--- config.mk ---
export PLATFORM = sky130hd
export DESIGN_NAME = m_lsu
export DESIGN_NICKNAME = d
export VERILOG_FILES = /design/src/rtl/lsu_pkg.sv /design/src/rtl/m_lsu_lane.sv /design/src/rtl/m_lsu.sv
export SDC_FILE = /design/constraint.sdc
export NUM_CORES = 1
export LEC_CHECK = 0
export ABC_AREA = 1
export CAP_MARGIN = 5
export CORE_ASPECT_RATIO = 1.5
export CORE_MARGIN = 8
export CORE_UTILIZATION = 35
export DETAILED_ROUTE_END_ITERATION = 10
export PLACE_DENSITY = 0.77
export SLEW_MARGIN = 20
export SYNTH_ARGS = -nofsm -noshare
export SYNTH_HDL_FRONTEND = slang
export SYNTH_SLANG_ARGS = --single-unit
--- constraint.sdc ---
create_clock -name clk -period 2.5 [get_ports clk]
set_clock_uncertainty 0.2 [all_clocks]
set_input_delay 0.5 -clock clk [delete_from_list [all_inputs] [get_ports clk]]
set_output_delay 0.5 -clock clk [all_outputs]
set_load 0.03 [all_outputs]
--- src/rtl/lsu_pkg.sv ---
// Shared definitions for the M-stage load/store unit: access sizes, FSM states
// and the alignment rule.
package lsu_pkg;

    localparam logic [1:0] LSU_WORD = 2'b00;
    localparam logic [1:0] LSU_BYTE = 2'b01;
    localparam logic [1:0] LSU_HALF = 2'b10;

    typedef enum logic [1:0] {
        IDLE = 2'd0,
        REQ  = 2'd1,
        DONE = 2'd2
    } lsu_state_e;

    // Size 2'b11 falls into the word rule.
    function automatic logic lsu_misaligned(input logic [1:0] size, input logic [1:0] addr_lo);
        case (size)
            LSU_BYTE: return 1'b0;
            LSU_HALF: return addr_lo[0];
            default:  return addr_lo != 2'b00;
        endcase
    endfunction

endpackage

--- src/rtl/m_lsu_lane.sv ---
// Combinational lane logic: store data replication and byte enables on the
// issue side, byte/half extraction and extension on the load-return side.
module m_lsu_lane
    import lsu_pkg::*;
(
    input  logic        st_we,
    input  logic [1:0]  st_size,
    input  logic [1:0]  st_addr_lo,
    input  logic [31:0] st_wdata,
    output logic [3:0]  st_be,
    output logic [31:0] st_mem_wdata,
    input  logic [1:0]  ld_size,
    input  logic        ld_unsigned,
    input  logic [1:0]  ld_addr_lo,
    input  logic [31:0] ld_word,
    output logic [31:0] ld_data
);

    logic [7:0]  ld_byte;
    logic [15:0] ld_half;

    always_comb begin
        // NOTE: defaults first so no path through the case leaves an output unassigned (no latch).
        st_be        = 4'b1111;
        st_mem_wdata = '0;
        if (st_we) begin
            case (st_size)
                LSU_BYTE: begin
                    st_be        = 4'b0001 << st_addr_lo;
                    st_mem_wdata = {4{st_wdata[7:0]}};
                end
                LSU_HALF: begin
                    st_be        = 4'b0011 << {st_addr_lo[1], 1'b0};
                    st_mem_wdata = {2{st_wdata[15:0]}};
                end
                default: st_mem_wdata = st_wdata;
            endcase
        end
    end

    always_comb begin
        ld_byte = ld_word[{ld_addr_lo, 3'b000} +: 8];
        ld_half = ld_addr_lo[1] ? ld_word[31:16] : ld_word[15:0];
        case (ld_size)
            LSU_BYTE: ld_data = ld_unsigned ? {24'b0, ld_byte} : {{24{ld_byte[7]}}, ld_byte};
            LSU_HALF: ld_data = ld_unsigned ? {16'b0, ld_half} : {{16{ld_half[15]}}, ld_half};
            default:  ld_data = ld_word;
        endcase
    end

endmodule

--- src/rtl/m_lsu.sv ---
// M-stage load/store initiator: captures one memory instruction, runs a
// req/ack transaction on the data memory and stalls the pipeline until done.
module m_lsu
    import lsu_pkg::*;
#(
    parameter int ACK_TIMEOUT = 0
) (
    input  logic        clk,
    input  logic        reset,
    input  logic        issue_valid,
    input  logic        issue_we,
    input  logic [1:0]  issue_size,
    input  logic        issue_unsigned,
    input  logic [31:0] issue_addr,
    input  logic [31:0] issue_wdata,
    output logic        stall,
    output logic        done,
    output logic [31:0] rdata,
    output logic        exc_adel,
    output logic        exc_ades,
    output logic        mem_req,
    output logic        mem_we,
    output logic [31:0] mem_addr,
    output logic [3:0]  mem_be,
    output logic [31:0] mem_wdata,
    input  logic        mem_ack,
    input  logic [31:0] mem_rdata
);

    // Timeout is reserved; only the wait-forever behaviour exists.
    if (ACK_TIMEOUT != 0) begin : g_timeout_unsupported
        $error("m_lsu: ACK_TIMEOUT is reserved and must be 0");
    end

    lsu_state_e  state;
    logic        we_q;
    logic [1:0]  size_q;
    logic        unsigned_q;
    logic [1:0]  addr_lo_q;
    logic        mis_q;
    logic [31:0] addr_q;
    logic [3:0]  be_q;
    logic [31:0] wdata_q;
    logic [31:0] rdata_q;

    logic [3:0]  st_be;
    logic [31:0] st_mem_wdata;
    logic [31:0] ld_data;

    m_lsu_lane u_lane (
        .st_we        (issue_we),
        .st_size      (issue_size),
        .st_addr_lo   (issue_addr[1:0]),
        .st_wdata     (issue_wdata),
        .st_be        (st_be),
        .st_mem_wdata (st_mem_wdata),
        .ld_size      (size_q),
        .ld_unsigned  (unsigned_q),
        .ld_addr_lo   (addr_lo_q),
        .ld_word      (mem_rdata),
        .ld_data      (ld_data)
    );

    // NOTE: sequential state uses non-blocking assignments so every register samples pre-edge values.
    always_ff @(posedge clk) begin
        if (reset) begin
            state      <= IDLE;
            we_q       <= 1'b0;
            size_q     <= LSU_WORD;
            unsigned_q <= 1'b0;
            addr_lo_q  <= 2'b00;
            mis_q      <= 1'b0;
            addr_q     <= '0;
            be_q       <= '0;
            wdata_q    <= '0;
            rdata_q    <= '0;
        end else begin
            case (state)
                IDLE: if (issue_valid) begin
                    we_q       <= issue_we;
                    size_q     <= issue_size;
                    unsigned_q <= issue_unsigned;
                    addr_lo_q  <= issue_addr[1:0];
                    mis_q      <= lsu_misaligned(issue_size, issue_addr[1:0]);
                    addr_q     <= {issue_addr[31:2], 2'b00};
                    be_q       <= st_be;
                    wdata_q    <= st_mem_wdata;
                    rdata_q    <= '0;
                    state      <= lsu_misaligned(issue_size, issue_addr[1:0]) ? DONE : REQ;
                end
                REQ: if (mem_ack) begin
                    rdata_q <= ld_data;
                    state   <= DONE;
                end
                default: state <= IDLE;
            endcase
        end
    end

    assign stall     = ((state == IDLE) && issue_valid) || (state == REQ);
    assign done      = (state == DONE);
    assign rdata     = done ? rdata_q : '0;
    assign exc_adel  = done && mis_q && !we_q;
    assign exc_ades  = done && mis_q && we_q;
    assign mem_req   = (state == REQ);
    assign mem_we    = we_q;
    assign mem_addr  = addr_q;
    assign mem_be    = be_q;
    assign mem_wdata = wdata_q;

endmodule

== Yosys cells after proc, flatten, opt, wreduce, memory -nomap -nowiden ==
Cells that the tools add are included.

* Flip-flop bits (word level): 107
* Bits of input ports: 104
* Output and inout bits: 106
* Word-level logic and storage cells: 53

* Equal/unequal tests: 8
* Shift-type cells: 3
* Mux-type cells: 20
* Reduce and logical (&&, ||, !) cells: 12

{| class="wikitable"
|+ Operators by type and width
! cell !! count
|-
| 32-bit 2-to-1 mux || 6
|-
| 32-bit case mux with 2 select lines || 3
|-
| 32-bit by 6-bit variable part select with 8-bit output || 1
|-
| 16-bit 2-to-1 mux || 1
|-
| 4-bit case mux with 2 select lines || 1
|-
| 2-bit by 1-bit equality test with 1-bit output, second input constant || 3
|-
| 2-bit equality test, second input constant || 3
|-
| 2-bit 2-to-1 mux || 3
|-
| 1-bit logical AND || 4
|-
| 4-bit 2-to-1 mux || 1
|-
| 2-bit case mux with 2 select lines || 1
|-
| 2-bit AND reduction || 2
|-
| 2-bit nonzero test || 2
|-
| 1-bit by 2-bit << shifter with 4-bit output, first input constant || 1
|-
| 2-bit by 2-bit << shifter with 4-bit output, first input constant || 1
|-
| 1-bit 2-to-1 mux || 3
|-
| 3-bit AND reduction || 1
|-
| 2-bit zero test || 1
|-
| 2-bit by 1-bit != test with 1-bit output, second input constant || 1
|-
| 2-bit != test, second input constant || 1
|-
| 1-bit case mux with 2 select lines || 1
|-
| 1-bit zero test || 1
|-
| 1-bit logical OR || 1
|}

== Depth between registers and ports, before layout ==
Gate-level depths: netlist of run 1.

* Depth in word-level cells: 8
* Depth in mapped cells: 11
* Depth with buffers taken out: 10

== Modules after synthesis ==
Synthesis of run 1 repeated with hierarchy kept, for this count alone.

* Cell total of the unflattened synthesis: 956
* Area total of the unflattened synthesis: 5769.3 sq um

{| class="wikitable"
|+ Modules (own cells, without submodules)
! module !! times used !! cells each !! area each (sq um) !! seq. area each (sq um)
|-
| m_lsu || 1 || 664 || 4511.8 || 2142.1
|-
| m_lsu_lane || 1 || 292 || 1257.5 || 0.0
|}

== Least setup slack after synthesis of run 1 ==
Ideal clock, no wire load.

* Path kind: register -> output
* Start point: reg state[1]
* End point: out rdata[10]
* Arrival: 1.650 ns
* Data required time: 1.800 ns
* Setup slack: 0.150 ns
* Cell stages (with the launch flop): 6
* Path buffers: 1
* Cells stage by stage: dfxtp_1 > inv_1 > nor2_1 > inv_1 > clkbuf_1 > nor2_1

* Word-level cells in the longest chain between the ends: 2

{| class="wikitable"
|+ RTL lines
! what !! RTL line !! text
|-
| start, declared || m_lsu.sv:35 || <nowiki>lsu_state_e state;</nowiki>
|-
| start signal, assigned || m_lsu.sv:89 || <nowiki>state <= lsu_misaligned(issue_size, issue_addr[1:0]) ? DONE : REQ;</nowiki>
|-
| 2-bit equality test || m_lsu.sv:101 || <nowiki>assign done = (state == DONE);</nowiki>
|-
| net done || m_lsu.sv:17 || <nowiki>output logic done,</nowiki>
|-
| 32-bit 2-to-1 mux || m_lsu.sv:102 || <nowiki>assign rdata = done ? rdata_q : '0;</nowiki>
|-
| end, declared || m_lsu.sv:18 || <nowiki>output logic [31:0] rdata,</nowiki>
|}

The timed path passes the listed nets, and every way through them passes these cells.

== Worst setup path in the final report of run 1 ==
* Start point: reg state[0]
* End point: out mem_req

* Word-level cells in the longest chain between the ends: 1

{| class="wikitable"
|+ RTL lines
! what !! RTL line !! text
|-
| 2-bit by 1-bit equality test with 1-bit output || m_lsu.sv:105 || <nowiki>assign mem_req = (state == REQ);</nowiki>
|-
| end, declared || m_lsu.sv:21 || <nowiki>output logic mem_req,</nowiki>
|}

No other way between the ends.

==> results of run 1 <==
-- worst min-delay path by stage --
stage | start | end | slack [ps] | cells after the start
after floorplan | rdata_q[7]$_SDFFE_PP0P_ | rdata_q[7]$_SDFFE_PP0P_ | 240 | 2
after global placement | mem_addr[15]$_SDFFE_PP0P_ | mem_addr[15]$_SDFFE_PP0P_ | 250 | 2
after detailed placement | mem_addr[8]$_SDFFE_PP0P_ | mem_addr[8]$_SDFFE_PP0P_ | 250 | 2
after CTS | mem_addr[19]$_SDFFE_PP0P_ | mem_addr[19]$_SDFFE_PP0P_ | 260 | 2
after global routing | mem_addr[8]$_SDFFE_PP0P_ | mem_addr[8]$_SDFFE_PP0P_ | 280 | 2
final | mem_addr[8]$_SDFFE_PP0P_ | mem_addr[8]$_SDFFE_PP0P_ | 260 | 2
-- per-stage QoR --
step	hold WS (ps)	util, %	instance area (um2)	cells	total power, uW
after floorplan	240	-	5150	780	2570
after global placement	247	52.0	7510	1145	3050
after detailed placement	251	52.0	7510	1145	3070
after CTS	263	54.0	7810	1161	4530
after global routing	276	54.0	7810	1161	4690
final	262	54.0	7810	1161	4470
-- sequential cells by signal, summed over array words and instances (netlist names) --
signal      flops
unsigned_q      1
mem_addr       30
state           2
addr_lo_q       2
size_q          2
mis_q           1
mem_be          4
mem_wdata      32
rdata_q        32
mem_we          1
-- Yosys cell counts, drive strengths merged --
cell | n | area share, %
nand2 | 278 | 21
a21oi | 119 | 12
dfxtp | 107 | 42
inv | 72 | 5.3
nor2 | 70 | 5.4
clkbuf | 34 | 2.5
o211ai | 24 | 3.5
nand3 | 23 | 2.5
buf | 19 | 2.6
o21ai | 9 | 0.87
a211oi | 5 | 0.83
o21bai | 5 | 0.73
a31oi | 4 | 0.49
ha | 4 | 0.97
nor3 | 2 | 0.19
or2 | 2 | 0.29
clkinv | 1 | 0.097
conb | 1 | 0.073
-- layer usage --
metal | part of all wire (%) | track usage [%] | wire length (um) | vias up
li1 | - | - | - | 2820
met1 | 36 | 19.8 | 6630 | 2566
met2 | 50 | 33.2 | 9150 | 221
met3 | 9.7 | 6.92 | 1770 | 36
met4 | 3.5 | 8.70 | 641 | 0
met5 | 0 | 0 | 0 | -
-- worst min-delay path, stage by stage, from the launching register on --
cell,delay [ps]
dfxtp_1,310
nand2_1,60
a21oi_1,50
-- layout make-up --
class | count | area share (%)
Sequential cell | 107 | 27.4
Clock buffer | 11 | 2.98
Multi-Input combinational cell | 547 | 31.7
Inverter | 73 | 3.56
Timing Repair Buffer | 222 | 30.4
Tap cell | 196 | 3.14
Clock inverter | 5 | 0.785
-- power by group through the flow --
stage / registers [uW] / logic (uW) / clock network, uW
after floorplan: 2020 / 549 / 0
after global placement: 1890 / 1160 / 0
final: 1860 / 1170 / 1440
after detailed placement: 1900 / 1170 / 0
after CTS: 1860 / 1180 / 1490
after global routing: 1870 / 1280 / 1540
-- logic make-up after synthesis --
| group | Yosys count |
|---|---|
| buffers and inverters | 126 |
| AO/OA/AOI/OAI | 166 |
| AND/OR/NAND/NOR | 375 |
| flip-flops | 107 |
| adder cells (fa/ha/maj) | 4 |
| other | 1 |
-- repair_timing --
item,4_1_cts,5_1_grt
setup endpoints to repair,2,0
resized for setup,2,0
buffers inserted,0,0
==> results.json, run 1 <==
{
  "drt_iter0_drc": 333,
  "synth_fa_ha_area_share_pct": 0.972,
  "critPathRequiredTime_ps": 1800,
  "p_sw_share_pct": 31.5,
  "critPathCaptureType": "output port",
  "setup-tns-final_ps": 0,
  "drc_errors": 0,
  "synth_compound_area_share_pct": 18.0,
  "intPower_uw": 3060,
  "clkTransAtPathRegs_ps": 70,
  "yosys_warnings": 0,
  "synthSimpleGateAreaFrac_pct": 28.9,
  "cts_inserted_buffers": 9,
  "max-slew-margin-rel_pct": 62.8,
  "reg2reg_slack_ps": 580,
  "ys_types": 30,
  "pwr-share-clk_pct": 32.3,
  "rsz0062_at_grt": "no",
  "syn_area_um2": 5150,
  "ys_seq_area_share_pct": 41.6,
  "fp.coreArea_um2": 14500,
  "crit_chain": "nand2_1, inv_1, clkdlybuf4s50_1",
  "layout-drive-gt1-share_pct": 7.88,
  "cts_buffer_depth": 2,
  "synth_top_family_by_area": "simple AND/OR/NAND/NOR gates",
  "wire_per_inst_um": 15.7,
  "layout_setup_ws_ps": 134,
  "tightest_slew_ps": 556,
  "grt_pass1_vias": 5510,
  "clk_latency_ps": 340,
  "rows": 54,
  "seq_power_share_pct": 41.5,
  "initial_core_util_pct": 35.6,
  "port-buffer-count": 207,
  "first_pass_iters": 5,
  "die_area_um2": 18900,
  "syn_avg_cell_area_um2": 6.61,
  "period_needed_ps": 2370,
  "worstPathArrival_ps": 1670,
  "cp_num_cells": 3,
  "ios": 210,
  "ant_nets": 0,
  "startpoint_type": "flip-flop",
  "hold_viol_final": 0,
  "die_y_um": 165,
  "setup_viol": 0,
  "grt.total_usage_pct": 19.0,
  "muxShareOfSynthArea_pct": 0,
  "seqCellArea_um2": 2140,
  "p_leak_uw": 0.00300,
  "cts_sinks": 107,
  "grt_pass1_wl_um": 28500,
  "diodes": 0,
  "synthCells": 779,
  "ys_ff_latch": 107,
  "dp_hpwl_um": 13600,
  "power_density_nw_per_um2": 573,
  "antenna_found_initial": 0,
  "status": "finished clean",
  "hp-class": "flip-flop to flip-flop",
  "r2r-start": "size_q[0]$_SDFFE_PP0P_",
  "fin_crit_sh_pct": 94.6,
  "multi_input_area_um2": 2470,
  "viasPerCell": 4.86,
  "cp_slowest_stage_delay_ps": 700,
  "root_buffer": "clkbuf_16",
  "synthToLayoutAreaGrowth_pct": 51.5,
  "synth_xor_area_share_pct": 0,
  "crit_end": "mem_req",
  "final_max_slew_viol_count": 0,
  "vias": 5643,
  "vdd_ir_drop_max_mv": 0.351,
  "crit_start": "state[0]$_SDFFE_PP0P_",
  "h-tree-depth": 3,
  "dpl_worst_slack_ps": 69.0,
  "cts_tree": "done",
  "final_common_cell": "nand2_1",
  "crit_family": "buffers and inverters",
  "gp_congestion": 0.875,
  "fill_cells": 1432,
  "drv_cap": 0,
  "max_freq_ghz": 0.423,
  "wl_um": 18200,
  "gr-total-overflow": 0,
  "slowest_stage": "clkdlybuf4s50_1",
  "p_switching_uw": 1410,
  "r2r_end": "rdata_q[24]$_SDFFE_PP0P_",
  "path_buf_inv": 2,
  "grt_max_degree": 67,
  "fin_nets": 1068,
  "die_x_um": 115,
  "reg2regPathDepth": 6,
  "power_frac_comb_pct": 26.2,
  "crit_fanout": 4,
  "final_cell_mix": "275 x nand2_1, 171 x clkdlybuf4s50_1, 118 x a21oi_1",
  "cts_hold_buf": 0,
  "crit_type": "flip-flop to output port"
}
Note: power is estimated with default switching activity, not from simulation.
==> run 2: changes to the inputs <==
--- a/config.mk
+++ b/config.mk
@@ -10,6 +10,7 @@
 export CORE_ASPECT_RATIO = 1.5
 export CORE_MARGIN = 8
 export CORE_UTILIZATION = 35
+export CTS_BUF_LIST = sky130_fd_sc_hd__clkbuf_4 sky130_fd_sc_hd__clkbuf_8
 export DETAILED_ROUTE_END_ITERATION = 10
 export PLACE_DENSITY = 0.77
 export SLEW_MARGIN = 20
==> results.json, run 2 (synthesized netlist as in run 1, its figures left out) <==
{
  "status": "finished clean",
  "path_buf_inv": 2,
  "fp.coreArea_um2": 14500,
  "rows": 54,
  "hp-class": "flip-flop to flip-flop",
  "cts_sinks": 107,
  "clk_latency_ps": 360,
  "wire_per_inst_um": 15.6,
  "grt_pass1_vias": 5489,
  "initial_core_util_pct": 35.6,
  "die_y_um": 165,
  "layout-drive-gt1-share_pct": 8.08,
  "grt.total_usage_pct": 19.0,
  "die_area_um2": 18900,
  "max_freq_ghz": 0.421,
  "tightest_slew_ps": 563,
  "gp_congestion": 0.875,
  "die_x_um": 115,
  "layout_setup_ws_ps": 127,
  "grt_max_degree": 67,
  "hp-start": "mem_addr[8]$_SDFFE_PP0P_",
  "placed_area_um2": 7510,
  "cp_slowest_stage_delay_ps": 730,
  "crit_fanout": 3,
  "drt_iter0_drc": 285,
  "crit_chain": "inv_1, nor2_1, clkdlybuf4s50_1",
  "ios": 210,
  "max-slew-margin-rel_pct": 62.4,
  "drc_errors": 0,
  "power_density_nw_per_um2": 536,
  "hold_viol_final": 0,
  "place_inst": 1145,
  "p_leak_uw": 0.00297,
  "setup_viol": 0,
  "h-tree-depth": 3,
  "diodes": 0,
  "final_max_slew_viol_count": 0,
  "clkTransAtPathRegs_ps": 110,
  "worstPathArrival_ps": 1670,
  "gr-total-overflow": 0,
  "vias": 5630,
  "setup-tns-final_ps": 0,
  "drv_cap": 0,
  "ant_nets": 0,
  "final_cells": 1161,
  "design_area_um2": 7710,
  "crit_type": "flip-flop to output port",
  "root_buffer": "clkbuf_8",
  "viasPerCell": 4.85,
  "dpl_worst_slack_ps": 69.0,
  "cts_buffer_depth": 2,
  "synthToLayoutAreaGrowth_pct": 49.8,
  "port-buffer-count": 207,
  "startpoint_type": "flip-flop",
  "fin_nets": 1068,
  "period_needed_ps": 2370,
  "rsz0062_at_grt": "no",
  "critPathRequiredTime_ps": 1800,
  "wl_um": 18100,
  "fin_crit_sh_pct": 94.9,
  "utilization_pct": 53.4,
  "critPathCaptureType": "output port",
  "final_common_cell": "nand2_1",
  "dp_hpwl_um": 13600,
  "final_cell_mix": "275 x nand2_1, 170 x clkdlybuf4s50_1, 118 x a21oi_1",
  "cts_tree": "done",
  "first_pass_iters": 5,
  "vdd_ir_drop_max_mv": 0.300,
  "crit_start": "state[1]$_SDFFE_PP0P_",
  "cts_inserted_buffers": 9,
  "r2r-start": "size_q[0]$_SDFFE_PP0P_",
  "antenna_found_initial": 0,
  "grt_pass1_wl_um": 28400,
  "cts_setup_buffers": 0,
  "crit_family": "buffers and inverters",
  "slowest_stage": "clkdlybuf4s50_1"
}
run 2: final cells by class:
cell class,count,area (um2)
clock buffers,11,139
clock inverters,5,61.3
fillers,1438,6740
inverters,73,278
multi-input cells,547,2470
flip-flops and latches,107,2140
well taps,196,245
repair buffers,222,2370
run 2: metrics by stage:
stage	hold slack [ps]	total power, uW
finish	266	4130
global route	281	4360
CTS	268	4190
detailed placement	251	3070
global placement	247	3050
floorplan	240	2570
run 2: path summary, 6_finish.rpt:
check	cells past startpoint	slack, ps	to
worst min-delay path	2	270	mem_addr[8]$_SDFFE_PP0P_
worst min register to register	2	270	mem_addr[8]$_SDFFE_PP0P_
worst max register to register	6	580	rdata_q[24]$_SDFFE_PP0P_
worst max-delay path	3	130	done
run 2: timing repair:
item,CTS,global route
resized for setup,2,1
gates cloned,0,0
hold buffers,0,0
setup endpoints to repair,2,1
run 2: metal layers:
metal	share of wire, %	global-route usage (%)	up-vias
met1	36	19.8	2559
met5	0	0	-
met3	9.6	7.32	36
met4	3.4	9.12	0
met2	51	32.9	216
li1	-	-	2819
run 2: worst min-delay path, cell delays in order (launching register included):
cell and delay, ps:
dfxtp_1 320, nand2_1 60, a21oi_1 50
run 2: where the power goes:
group          switching [uW]  internal, uW
clock                     619           491
sequential               55.4          1800
combinational             692           475
==> run 3: changes to the inputs <==
--- a/config.mk
+++ b/config.mk
@@ -7,12 +7,12 @@
 export LEC_CHECK = 0
 export ABC_AREA = 1
 export CAP_MARGIN = 5
-export CORE_ASPECT_RATIO = 1.5
 export CORE_MARGIN = 8
 export CORE_UTILIZATION = 35
 export CTS_BUF_LIST = sky130_fd_sc_hd__clkbuf_4 sky130_fd_sc_hd__clkbuf_8
 export DETAILED_ROUTE_END_ITERATION = 10
 export PLACE_DENSITY = 0.77
+export SETUP_SLACK_MARGIN = 0.1
 export SLEW_MARGIN = 20
 export SYNTH_ARGS = -nofsm -noshare
 export SYNTH_HDL_FRONTEND = slang
==> results.json, run 3 (synthesized netlist as in run 1, its figures left out) <==
{
  "clk_latency_ps": 380,
  "layout_setup_ws_ps": 192,
  "crit_type": "flip-flop to output port",
  "hp-class": "flip-flop to flip-flop",
  "grt_pass1_vias": 5472,
  "setup-tns-final_ps": 0,
  "port-buffer-count": 207,
  "die_area_um2": 18900,
  "first_pass_iters": 4,
  "vdd_ir_drop_max_mv": 0.295,
  "viasPerCell": 4.83,
  "fin_nets": 1067,
  "antenna_found_initial": 0,
  "ios": 210,
  "grt.total_usage_pct": 18.7,
  "synthToLayoutAreaGrowth_pct": 47.9,
  "gp_congestion": 0.880,
  "fill_cells": 1440,
  "final_cell_mix": "275 x nand2_1, 169 x clkdlybuf4s50_1, 118 x a21oi_1",
  "crit_chain": "inv_1, nor2_2, nand2_1, nor2_1, clkdlybuf4s15_1",
  "cp_slowest_stage_delay_ps": 380,
  "cts_buffer_depth": 2,
  "crit_fanout": 3,
  "setup_viol": 0,
  "worstPathArrival_ps": 1610,
  "drv_cap": 0,
  "cts_setup_buffers": 0,
  "p_leak_uw": 0.00295,
  "h-tree-depth": 3,
  "slowest_stage": "clkdlybuf4s15_1",
  "tightest_slew_ps": 610,
  "period_needed_ps": 2310,
  "cts_tree": "done",
  "max-slew-margin-rel_pct": 59.3,
  "fp.coreArea_um2": 14500,
  "critPathRequiredTime_ps": 1800,
  "cts_hold_buf": 0,
  "wl_um": 17600,
  "root_buffer": "clkbuf_8",
  "cts_sinks": 107,
  "hold_viol_final": 0,
  "die_y_um": 137,
  "diodes": 0,
  "wire_per_inst_um": 15.4,
  "initial_core_util_pct": 35.6,
  "rsz0062_at_grt": "yes",
  "dp_hpwl_um": 13100,
  "fin_crit_sh_pct": 92.3,
  "path_buf_inv": 2,
  "final_common_cell": "nand2_1",
  "layout-drive-gt1-share_pct": 8.30,
  "vias": 5541,
  "final_max_slew_viol_count": 0,
  "startpoint_type": "flip-flop",
  "grt_max_degree": 67,
  "grt_pass1_wl_um": 27700,
  "clkTransAtPathRegs_ps": 100,
  "drt_iter0_drc": 277,
  "dpl_worst_slack_ps": 71.7,
  "cts_inserted_buffers": 9,
  "rows": 44,
  "final_cells": 1148,
  "critPathCaptureType": "output port",
  "status": "finished clean",
  "gr-total-overflow": 0,
  "max_freq_ghz": 0.433,
  "ant_nets": 0,
  "power_density_nw_per_um2": 546,
  "crit_family": "simple AND/OR/NAND/NOR gates",
  "die_x_um": 137,
  "drc_errors": 0,
  "place_inst": 1132
}
run 3: worst min-delay path: cells and delay by family (launching register included):
kind / cells / cell delay (ps)
compound gates: 1 / 50
flops: 1 / 320
simple gates: 1 / 60
run 3: layout make-up:
type	count	area, um2	share of cell area [%]
clock buffer	11	145	1.90
clock inverter	5	61.3	0.804
inverter	73	280	3.68
multi-input combinational	547	2480	32.5
sequential	107	2140	28.1
tap	184	230	3.02
timing repair buffer	221	2280	30.0
run 3: path summary, 6_finish.rpt:
check,cells past startpoint,end,slack (ps),from
hold / removal,2,mem_addr[6]$_SDFFE_PP0P_,260,mem_addr[6]$_SDFFE_PP0P_
hold reg to reg,2,mem_addr[6]$_SDFFE_PP0P_,260,mem_addr[6]$_SDFFE_PP0P_
setup / recovery,5,exc_ades,190,state[1]$_SDFFE_PP0P_
setup reg to reg,9,rdata_q[2]$_SDFFE_PP0P_,550,size_q[0]$_SDFFE_PP0P_
run 3: layer usage:
metal	global-route usage [%]	part of all wire, %
met1	21.3	39
met2	29.8	46
met3	8.72	14
met4	6.94	1.7
met5	0	0
run 3: power breakdown:
| part | total, uW | switching [uW] | internal (uW) |
|---|---|---|---|
| Combinational | 1160 | 682 | 476 |
| Sequential | 1860 | 60.0 | 1800 |
| Clock | 1140 | 632 | 508 |
| Total | 4160 | 1370 | 2780 |
run 3: metrics by stage:
step | hold WS, ps | power, uW | area, um2 | util, %
2_1_floorplan | 240 | 2570 | 5150 | -
3_3_place_gp | 247 | 3050 | 7420 | 51.2
3_5_place_dp | 253 | 3060 | 7420 | 51.2
4_1_cts | 267 | 4200 | 7620 | 52.6
5_1_grt | 283 | 4400 | 7620 | 52.6
6_report | 264 | 4160 | 7620 | 52.6
run 3: timing repair:
item                       in CTS  in global routing
setup endpoints to repair      26                 24
gates resized for setup         5                  5
hold endpoints to repair        0                  0
pin swaps                       0                  0
